**src/rtl/pc_seq_pkg.sv**
```systemverilog
// pc_seq_pkg: shared constants for the PC sequencer slice.
//   - default widths (PC_W_DEF, OP_W_DEF)
//   - FSM state encodings ST_IF..ST_HALT (3-bit, legacy-compatible values)
//   - opcode constants OP_R..OP_HALT
//   - pc_sel_e: next-PC source select used by pc_next_calc
package pc_seq_pkg;

    localparam int PC_W_DEF = 6;
    localparam int OP_W_DEF = 6;

    localparam logic [2:0] ST_IF   = 3'd0;
    localparam logic [2:0] ST_ID   = 3'd1;
    localparam logic [2:0] ST_EX   = 3'd2;
    localparam logic [2:0] ST_MEM  = 3'd3;
    localparam logic [2:0] ST_WB   = 3'd4;
    localparam logic [2:0] ST_HALT = 3'd5;

    localparam logic [5:0] OP_R    = 6'b000000;
    localparam logic [5:0] OP_ADDI = 6'b001000;
    localparam logic [5:0] OP_LW   = 6'b100011;
    localparam logic [5:0] OP_SW   = 6'b101011;
    localparam logic [5:0] OP_BEQ  = 6'b000100;
    localparam logic [5:0] OP_J    = 6'b000010;
    localparam logic [5:0] OP_HALT = 6'b111111;

    typedef enum logic [1:0] {
        SEL_SEQ  = 2'd0,
        SEL_BR   = 2'd1,
        SEL_JMP  = 2'd2,
        SEL_HOLD = 2'd3
    } pc_sel_e;

endpackage

```
**src/rtl/pc_sequencer_if.sv**
```systemverilog
// pc_sequencer_if: groups the sequencer's decoder/PC-register side signals.
//   Inputs to sequencer : opcode, zero, stall, pc_cur, br_off, j_addr
//   Outputs of sequencer: pc_next, pc_we, ir_we, rf_we, mem_we, state, halt
//   modport master : sequencer view
//   modport slave  : core / datapath view
interface pc_sequencer_if
    import pc_seq_pkg::*;
#(
    parameter int PC_W = PC_W_DEF,
    parameter int OP_W = OP_W_DEF
);

    logic [OP_W-1:0] opcode;
    logic            zero;
    logic            stall;
    logic [PC_W-1:0] pc_cur;
    logic [PC_W-1:0] br_off;
    logic [PC_W-1:0] j_addr;
    logic [PC_W-1:0] pc_next;
    logic            pc_we;
    logic            ir_we;
    logic            rf_we;
    logic            mem_we;
    logic [2:0]      state;
    logic            halt;

    modport master (
        input  opcode, zero, stall, pc_cur, br_off, j_addr,
        output pc_next, pc_we, ir_we, rf_we, mem_we, state, halt
    );

    modport slave (
        output opcode, zero, stall, pc_cur, br_off, j_addr,
        input  pc_next, pc_we, ir_we, rf_we, mem_we, state, halt
    );

endinterface

```
**src/rtl/pc_next_calc.sv**
```systemverilog
// pc_next_calc: combinational next-PC selector (PC_W-bit modulo arithmetic).
//   i_sel     : SEL_SEQ (pc+1), SEL_BR (pc+br_off), SEL_JMP (j_addr), SEL_HOLD (pc)
//   i_pc_cur  : current PC register value
//   i_br_off  : sign-extended branch offset
//   i_j_addr  : jump target
//   o_pc_next : selected next PC
module pc_next_calc
    import pc_seq_pkg::*;
#(
    parameter int PC_W = PC_W_DEF
) (
    input  pc_sel_e         i_sel,
    input  logic [PC_W-1:0] i_pc_cur,
    input  logic [PC_W-1:0] i_br_off,
    input  logic [PC_W-1:0] i_j_addr,
    output logic [PC_W-1:0] o_pc_next
);

    always_comb begin
        o_pc_next = i_pc_cur;
        case (i_sel)
            SEL_SEQ:  o_pc_next = i_pc_cur + PC_W'(1);
            SEL_BR:   o_pc_next = i_pc_cur + i_br_off;
            SEL_JMP:  o_pc_next = i_j_addr;
            default:  o_pc_next = i_pc_cur;
        endcase
    end

endmodule

```
**src/rtl/pc_sequencer.sv**
```systemverilog
// pc_sequencer: multi-cycle control FSM (IF/ID/EX/MEM/WB/HALT) driving the
// PC register's next value and load enable plus IR/RF/MEM write strobes.
//   clk     : system clock, rising edge
//   rst_n   : synchronous active-low reset (overrides stall)
//   bus     : pc_sequencer_if.master (opcode, zero, stall, pc_cur, br_off,
//             j_addr in; pc_next, pc_we, ir_we, rf_we, mem_we, state, halt out)
//   retired : 16-bit retired-instruction counter, present only when
//             PC_SEQ_RETIRE_CNT_EN is defined
module pc_sequencer
    import pc_seq_pkg::*;
#(
    parameter int PC_W = PC_W_DEF,
    parameter int OP_W = OP_W_DEF
) (
    input  logic               clk,
    input  logic               rst_n,
    pc_sequencer_if.master     bus
`ifdef PC_SEQ_RETIRE_CNT_EN
    ,
    output logic [15:0]        retired
`endif
);

    logic [2:0]      r_state;
    logic [OP_W-1:0] r_op_q;
    logic [2:0]      w_state_nxt;
    logic            w_active;
    pc_sel_e         w_sel;
    logic            w_pc_we;
    logic            w_ir_we;
    logic            w_rf_we;
    logic            w_mem_we;

    // ID decodes the live opcode; later phases decode the captured r_op_q.
    always_comb begin
        w_state_nxt = ST_IF;
        case (r_state)
            ST_IF:  w_state_nxt = ST_ID;
            ST_ID: begin
                case (bus.opcode)
                    OP_HALT:                              w_state_nxt = ST_HALT;
                    OP_R, OP_ADDI, OP_LW, OP_SW, OP_BEQ:  w_state_nxt = ST_EX;
                    default:                              w_state_nxt = ST_IF;
                endcase
            end
            ST_EX: begin
                case (r_op_q)
                    OP_R, OP_ADDI: w_state_nxt = ST_WB;
                    OP_LW, OP_SW:  w_state_nxt = ST_MEM;
                    default:       w_state_nxt = ST_IF;
                endcase
            end
            ST_MEM:  w_state_nxt = (r_op_q == OP_LW) ? ST_WB : ST_IF;
            ST_WB:   w_state_nxt = ST_IF;
            ST_HALT: w_state_nxt = ST_HALT;
            default: w_state_nxt = ST_IF;
        endcase
    end

    // Reset and stall both suppress every write strobe and hold pc_next at pc_cur.
    assign w_active = rst_n & ~bus.stall;

    always_comb begin
        w_sel    = SEL_HOLD;
        w_pc_we  = 1'b0;
        w_ir_we  = 1'b0;
        w_rf_we  = 1'b0;
        w_mem_we = 1'b0;
        if (w_active) begin
            case (r_state)
                ST_IF: begin
                    w_ir_we = 1'b1;
                    w_pc_we = 1'b1;
                    w_sel   = SEL_SEQ;
                end
                ST_ID: begin
                    if (bus.opcode == OP_J) begin
                        w_pc_we = 1'b1;
                        w_sel   = SEL_JMP;
                    end
                end
                ST_EX: begin
                    if (r_op_q == OP_BEQ && bus.zero) begin
                        w_pc_we = 1'b1;
                        w_sel   = SEL_BR;
                    end
                end
                ST_MEM:  w_mem_we = (r_op_q == OP_SW);
                ST_WB:   w_rf_we  = 1'b1;
                default: ;
            endcase
        end
    end

    pc_next_calc #(.PC_W(PC_W)) u_pc_next_calc (
        .i_sel     (w_sel),
        .i_pc_cur  (bus.pc_cur),
        .i_br_off  (bus.br_off),
        .i_j_addr  (bus.j_addr),
        .o_pc_next (bus.pc_next)
    );

    always_ff @(posedge clk) begin
        if (!rst_n) begin
            r_state <= ST_IF;
            r_op_q  <= '0;
        end else if (!bus.stall) begin
            r_state <= w_state_nxt;
            if (r_state == ST_ID) begin
                r_op_q <= bus.opcode;
            end
        end
    end

    assign bus.pc_we  = w_pc_we;
    assign bus.ir_we  = w_ir_we;
    assign bus.rf_we  = w_rf_we;
    assign bus.mem_we = w_mem_we;
    assign bus.state  = r_state;
    assign bus.halt   = rst_n & (r_state == ST_HALT);

`ifdef PC_SEQ_RETIRE_CNT_EN
    logic        w_retire;
    logic [15:0] r_retired;

    // Retirement = final phase of an instruction heading back to IF.
    assign w_retire = (w_state_nxt == ST_IF) &&
                      (r_state == ST_ID || r_state == ST_EX ||
                       r_state == ST_MEM || r_state == ST_WB);

    always_ff @(posedge clk) begin
        if (!rst_n) begin
            r_retired <= '0;
        end else if (!bus.stall && w_retire) begin
            r_retired <= r_retired + 16'd1;
        end
    end

    assign retired = r_retired;
`endif

endmodule

```
**src/flat_wrapper.sv**
```systemverilog
// flat-port wrapper written by rule: the top's interface ports become plain ports
module pc_sequencer_flat import pc_seq_pkg::*;
#(
    parameter int PC_W = PC_W_DEF,
    parameter int OP_W = OP_W_DEF
)
  (clk, rst_n, bus_opcode, bus_zero, bus_stall, bus_pc_cur, bus_br_off, bus_j_addr, bus_pc_next, bus_pc_we, bus_ir_we, bus_rf_we, bus_mem_we, bus_state, bus_halt);
  pc_sequencer_if #(.PC_W(PC_W), .OP_W(OP_W)) bus_i ();
  input  logic clk;
  input  logic rst_n;
  input wire logic [$bits(bus_i.opcode)-1:0] bus_opcode;
  input wire logic [$bits(bus_i.zero)-1:0] bus_zero;
  input wire logic [$bits(bus_i.stall)-1:0] bus_stall;
  input wire logic [$bits(bus_i.pc_cur)-1:0] bus_pc_cur;
  input wire logic [$bits(bus_i.br_off)-1:0] bus_br_off;
  input wire logic [$bits(bus_i.j_addr)-1:0] bus_j_addr;
  output wire logic [$bits(bus_i.pc_next)-1:0] bus_pc_next;
  output wire logic [$bits(bus_i.pc_we)-1:0] bus_pc_we;
  output wire logic [$bits(bus_i.ir_we)-1:0] bus_ir_we;
  output wire logic [$bits(bus_i.rf_we)-1:0] bus_rf_we;
  output wire logic [$bits(bus_i.mem_we)-1:0] bus_mem_we;
  output wire logic [$bits(bus_i.state)-1:0] bus_state;
  output wire logic [$bits(bus_i.halt)-1:0] bus_halt;
  assign bus_i.opcode = bus_opcode;
  assign bus_i.zero = bus_zero;
  assign bus_i.stall = bus_stall;
  assign bus_i.pc_cur = bus_pc_cur;
  assign bus_i.br_off = bus_br_off;
  assign bus_i.j_addr = bus_j_addr;
  assign bus_pc_next = bus_i.pc_next;
  assign bus_pc_we = bus_i.pc_we;
  assign bus_ir_we = bus_i.ir_we;
  assign bus_rf_we = bus_i.rf_we;
  assign bus_mem_we = bus_i.mem_we;
  assign bus_state = bus_i.state;
  assign bus_halt = bus_i.halt;
  pc_sequencer #(.PC_W(PC_W), .OP_W(OP_W)) u_core (.clk(clk), .rst_n(rst_n), .bus(bus_i));
endmodule
```
**config.mk**
```make
export PLATFORM = sky130hd
export DESIGN_NAME = pc_sequencer_flat
export DESIGN_NICKNAME = d
export VERILOG_FILES = /design/src/rtl/pc_seq_pkg.sv /design/src/rtl/pc_sequencer_if.sv /design/src/rtl/pc_next_calc.sv /design/src/rtl/pc_sequencer.sv /design/src/flat_wrapper.sv
export SDC_FILE = /design/constraint.sdc
export NUM_CORES = 1
export LEC_CHECK = 0
export CAP_MARGIN = 20
export CORE_MARGIN = 2
export CORE_UTILIZATION = 40
export CTS_CLUSTER_SIZE = 14
export DETAILED_ROUTE_END_ITERATION = 7
export PLACE_DENSITY = 0.75
export SETUP_SLACK_MARGIN = 0.02
export SLEW_MARGIN = 10
export SYNTH_ARGS = -nofsm -noshare
export SYNTH_HDL_FRONTEND = slang
export SYNTH_SLANG_ARGS = --single-unit
```
**constraint.sdc**
```tcl
create_clock -name clk -period 3.2 [get_ports clk]
set_input_delay 0.32 -clock clk [delete_from_list [all_inputs] [get_ports clk]]
set_output_delay 0.32 -clock clk [all_outputs]
set_load 0.02 [all_outputs]
```
After elaboration in Yosys (flattened, before gate mapping)
Cells that the tools add are included.
- logic and storage cells: 52
- input port bits: 28
- bits in registers: 9
- reduce and logical (&&, ||, !) cells: 9
- muxes and demuxes: 19
- $add $sub $neg: 2
- bitwise logic cells: 3
- eq/ne operators: 17
- operators with widths (kind ; count):
    $eq 6x6->1 const B ; 5
    $pmux 6 s3 ; 1
    $pmux 3 s5 ; 1
    $eq 6x3->1 const B ; 2
    $eq 6x4->1 const B ; 2
    $logic_not 6->1 ; 2
    $pmux 3 s2 ; 2
    $mux 1 ; 10
    $add 6x1->6 const B ; 1
    $add 6x6->6 ; 1
    $eq 3x2->1 const B ; 2
    $eq 3x3->1 const B ; 2
    $eq 6x2->1 const B ; 1
    $pmux 2 s3 ; 1
    $reduce_or 5->1 ; 1
    $mux 2 ; 2
    $reduce_or 2->1 ; 2
    $eq 3x1->1 const B ; 1
    $logic_not 3->1 ; 1
    $mux 3 ; 1
    $pmux 1 s3 ; 1
    $and 1x1->1 ; 2
    $eq 2x1->1 const B ; 1
    $eq 2x2->1 const B ; 1
    other kinds (4) ; 4

Depth between registers and ports, before layout
- depth after elaboration: 7
- gate-level depth with buffers: 14

Modules after synthesis
Synthesis repeated with hierarchy kept, for this count alone.
- cell total of the unflattened synthesis: 117
- area, all modules: 952.2 µm²
- modules (own cells, without submodules) (module ; area each (µm²) ; times used ; cells an instance):
    pc_sequencer ; 594.3 ; 1 ; 71
    pc_next_calc ; 357.8 ; 1 ; 46

Worst setup path before layout
No wires, ideal clock.
- kind: reg-to-output
- start point: register u_core.r_state[2], in the netlist u_core.bus.state[2]
- end point: output port bus_pc_next[5]
- buffers on the path: 1
- stages on the path, launching flop included: 13
- data arrival time: 2.812 ns
- setup slack: 0.068 ns
- path through: dfxtp_1 -> buf_2 -> nand2b_1 -> a41oi_1 -> or2_4 -> nor2b_1 -> and2_1 -> ha_1 -> a211oi_1 -> o21ai_0 -> o21a_1 -> o311a_1 -> o211a_1
- cells in the longest elaborated chain, start to end: 5
- RTL lines (what ; line ; text):
    start, declared ; pc_sequencer.sv:24 ; logic [2:0] r_state;
    start signal, assigned ; pc_sequencer.sv:108 ; r_state <= w_state_nxt;
    $eq 3x2->1, or another cell as far along ; pc_sequencer.sv:70 ; case (r_state)
    $pmux 2 s3 * ; pc_sequencer.sv:70 ;
    $mux 2 * ; pc_sequencer.sv:69 ; if (w_active) begin
    $eq 2x2->1, or another cell as far along ; pc_next_calc.sv:21 ; case (i_sel)
    $pmux 6 s3 * ; pc_next_calc.sv:21 ;
    end, declared ; flat_wrapper.sv:17 ; output wire logic [$bits(bus_i.pc_next)-1:0] bus_pc_next;
Every way passes the cells marked *; elsewhere a longest branch is shown, timed or not.

Worst setup path in the final report
- start point: register u_core.r_op_q[4]
- end point: output port bus_pc_next[5]
- cells in the longest elaborated chain, start to end: 7
- RTL lines (what ; line ; text):
    start, declared ; pc_sequencer.sv:25 ; logic [OP_W-1:0] r_op_q;
    start signal, assigned ; pc_sequencer.sv:110 ; r_op_q <= bus.opcode;
    $eq 6x3->1 * ; pc_sequencer.sv:83 ; if (r_op_q == OP_BEQ && bus.zero) begin
    $logic_and 1x1->1 * ; pc_sequencer.sv:83 ;
    $mux 2 * ; pc_sequencer.sv:83 ;
    $pmux 2 s3 * ; pc_sequencer.sv:70 ;
    $mux 2 * ; pc_sequencer.sv:69 ;
    $eq 2x2->1, or another cell as far along ; pc_next_calc.sv:21 ;
    $pmux 6 s3 * ; pc_next_calc.sv:21 ;
Marks and branches as above.

==> impl_metrics.env <==
export IMPL_stdcell_count=232
export IMPL_total_power_uw=453
export IMPL_die_area_um2=2900
export IMPL_syn_area_per_cell_um2=7.76
export IMPL_cts_tree="done"
export IMPL_setup_ws_ns=-0.157
export IMPL_holdPathEnd="u_core.r_op_q[3]"
export IMPL_relSlewSlack_pct=56.0
export IMPL_start_util_pct=41.2
export IMPL_worstPathRequired_ns=2.88
export IMPL_antenna_found_initial=0
export IMPL_gp_congestion=0.885
export IMPL_worstMarginPinSlew_ns=0.656
export IMPL_r2r_start="u_core.bus.state[1]"
export IMPL_period_minus_slack_ns=3.36
export IMPL_slew_viol_final=0
export IMPL_n_antenna_cell=0
export IMPL_detail_route_antenna_nets=0
export IMPL_path_max_fanout=5
export IMPL_vias_per_cell=5.45
export IMPL_yosysWarnings=0
export IMPL_final_nets=237
export IMPL_setup_viol=2
export IMPL_track_usage_pct=24.0
export IMPL_grt_setup_unrepaired="true"
export IMPL_worstSetupEndpointType="output pin"
export IMPL_grt_ovfl_total=0
export IMPL_synthDistinctLibCells=43
export IMPL_post_route_period_util_pct=105
export IMPL_fill_cells=157
export IMPL_cp_start_kind="flip-flop"
export IMPL_htree_levels=1
export IMPL_hpwlAfterDp_um=2440
export IMPL_io_pins=42
export IMPL_worstPathCellList="nor4_4, a41oi_2, or2_4, nor2b_4, and2_4, ha_4, a211oi_4, o21ai_1, o21a_1, o311a_1, o211a_1, buf_6"
export IMPL_insertion_delay_ns=0.28
export IMPL_fmax_mhz=298
export IMPL_ys_seq_elements=9
export IMPL_grt_pass1_wl_um=5110
export IMPL_clock_root_buffer="clkbuf_4"
export IMPL_cpPeakStageDelay_ns=0.34
export IMPL_drive_gt1_share_pct=34.7
export IMPL_reg2reg_to="u_core.r_op_q[4]"
export IMPL_synthesis_area_um2=993
export IMPL_ctsLongestPathBuffers=2
export IMPL_maxCapViolCount=0
export IMPL_core_area_um2=2410
export IMPL_synth_edf_count=0
export IMPL_cts_buffers=3
export IMPL_worstSetupPathType="flip-flop to output pin"
export IMPL_dp_cells=225
export IMPL_synth_cells=128
export IMPL_multi_input_area_um2=888
export IMPL_clk_pin_slew_ns=0.07
export IMPL_die_y_um=53.8
export IMPL_p_leak_nw=0.858
export IMPL_synth_fp_nets=162
export IMPL_detail_route_wl_per_cell_um=14.5
export IMPL_hold_start="bus_opcode[3]"
export IMPL_remaining_drc_errors=0
export IMPL_dr_wl_met2_um=1740
export IMPL_wl_met1_um=1440
export IMPL_grt_pass1_vias=1219
export IMPL_rows=18
export IMPL_synth_seq_area_share_pct=18.1
export IMPL_vias=1264
export IMPL_fin_util_pct=76.6
export IMPL_synth_flop_cell="dfxtp_1"
export IMPL_status="finished with violations"
export IMPL_area_delta_synth_final_pct=85.8
export IMPL_ir_drop_mv=0.261
export IMPL_powerDensity_nw_per_um2=245
export IMPL_hold_buffers=0
export IMPL_pre_cts_slack_ns=-0.855
export IMPL_hold_viol=0
export IMPL_cts_sinks=9
export IMPL_portBuffers=41
export IMPL_hold_path_class="input port to flip-flop"
export IMPL_highest_layer="met4"
export IMPL_regArea_um2=183
export IMPL_cp_num_buf_inv=1
export IMPL_setup_tns_final_ns=-0.182
export IMPL_mostFrequentLayoutCell="buf_4"
export IMPL_layout_common_cells="39 x buf_4, 28 x clkdlybuf4s50_1, 13 x mux2i_1"
export IMPL_arrival_ns=3.04
export IMPL_critPathTopFamily="compound AO/OA/AOI/OAI gates"
export IMPL_holdPathStages=4
export IMPL_routed_wl_um=3370
export IMPL_firstDrtPassIters=5
export IMPL_wl_met3_um=149
export IMPL_rrSetupSlack_ns=1.54
export IMPL_failed_checks="setup timing"
export IMPL_skew_ns=0.0129
export IMPL_drt_initial_drc_count=33
export IMPL_chipWidth_um=53.8
export IMPL_synthArstFlopShare_pct=0
export IMPL_cp_slowest_cell="dfxtp_2"
export IMPL_grt_max_degree=14
export IMPL_rr_worst_depth=5
cell usage after synthesis (2+ instances only):
| cell | instances | share of area [%] |
|---|---|---|
| dfxtp_1 | 9 | 18 |
| a211o_1 | 2 | 1.8 |
| and2_1 | 4 | 2.5 |
| inv_1 | 7 | 2.6 |
| clkbuf_1 | 5 | 1.9 |
| a21oi_1 | 7 | 3.5 |
| o21ai_0 | 6 | 3.0 |
| nand2_1 | 8 | 3.0 |
| nor4_1 | 2 | 1.3 |
| buf_2 | 2 | 1.0 |
| ha_1 | 5 | 6.3 |
| nor2_1 | 10 | 3.8 |
| nor2b_1 | 10 | 6.3 |
| nand2b_1 | 4 | 2.5 |
| nand4_1 | 2 | 1.3 |
| xnor2_1 | 2 | 1.8 |
| mux2i_1 | 13 | 13 |
| a31oi_1 | 3 | 1.9 |
| a21o_1 | 3 | 2.3 |
layout make-up:
class                   count  area share, %
well taps                  30           2.03
inverters                   7           1.42
flip-flops and latches      9           9.90
clock buffers               4           1.42
multi-input cells         105           48.1
repair buffers             77           37.1
logic make-up after synthesis:
group                    synth area share, %
AO/OA/AOI/OAI                           22.3
buffers and inverters                   5.54
flip-flops                              18.1
multiplexers                            13.1
AND/OR/NAND/NOR                         30.0
XOR/XNOR                                2.65
adder cells (fa/ha/maj)                 8.31
report_power, final:
group,internal [mW],switching [mW]
combinational,0.133,0.104
sequential,0.117,0.00444
clock,0.0483,0.0468
total,0.298,0.155
sequential cells by signal, summed over array words and instances (netlist names):
name and count:
u_core.bus.state 3, u_core.r_op_q 6
stage by stage:
step           area (µm²)  hold WS [ns]
6_report             1850         0.495
5_1_grt              1850         0.512
4_1_cts              1780         0.606
3_5_place_dp         1660         0.574
3_3_place_gp         1660         0.542
2_1_floorplan         993         0.489
routing by layer:
metal  track usage, %  vias up
li1                 -      618
met1             30.1      598
met2             41.3       44
met3             3.89        4
met4             8.12        0
met5                0        -
worst min-delay path, cell delays in order:
cell and delay (ns):
dlymetal6s2s_1 0.12, buf_4 0.13, mux2i_1 0.06, nor2b_1 0.11
timing repair:
action,4_1_cts,5_1_grt
endpoints found under the setup margin,6,6
pin swaps,11,12
gates resized for setup,39,23
buffers inserted,2,1
how the worst max path moves through the flow:
| stage | start | to | depth (start not counted) |
|---|---|---|---|
| global route | u_core.r_op_q[4] | bus_pc_next[5] | 12 |
| finish | u_core.r_op_q[4] | bus_pc_next[5] | 12 |
| detailed placement | bus_opcode[1] | bus_pc_next[5] | 13 |
| global placement | bus_opcode[1] | bus_pc_next[5] | 13 |
| floorplan | u_core.bus.state[2] | bus_pc_next[5] | 12 |
| CTS | u_core.r_op_q[1] | bus_pc_next[5] | 13 |
Note: power is estimated with default switching activity, not from simulation.
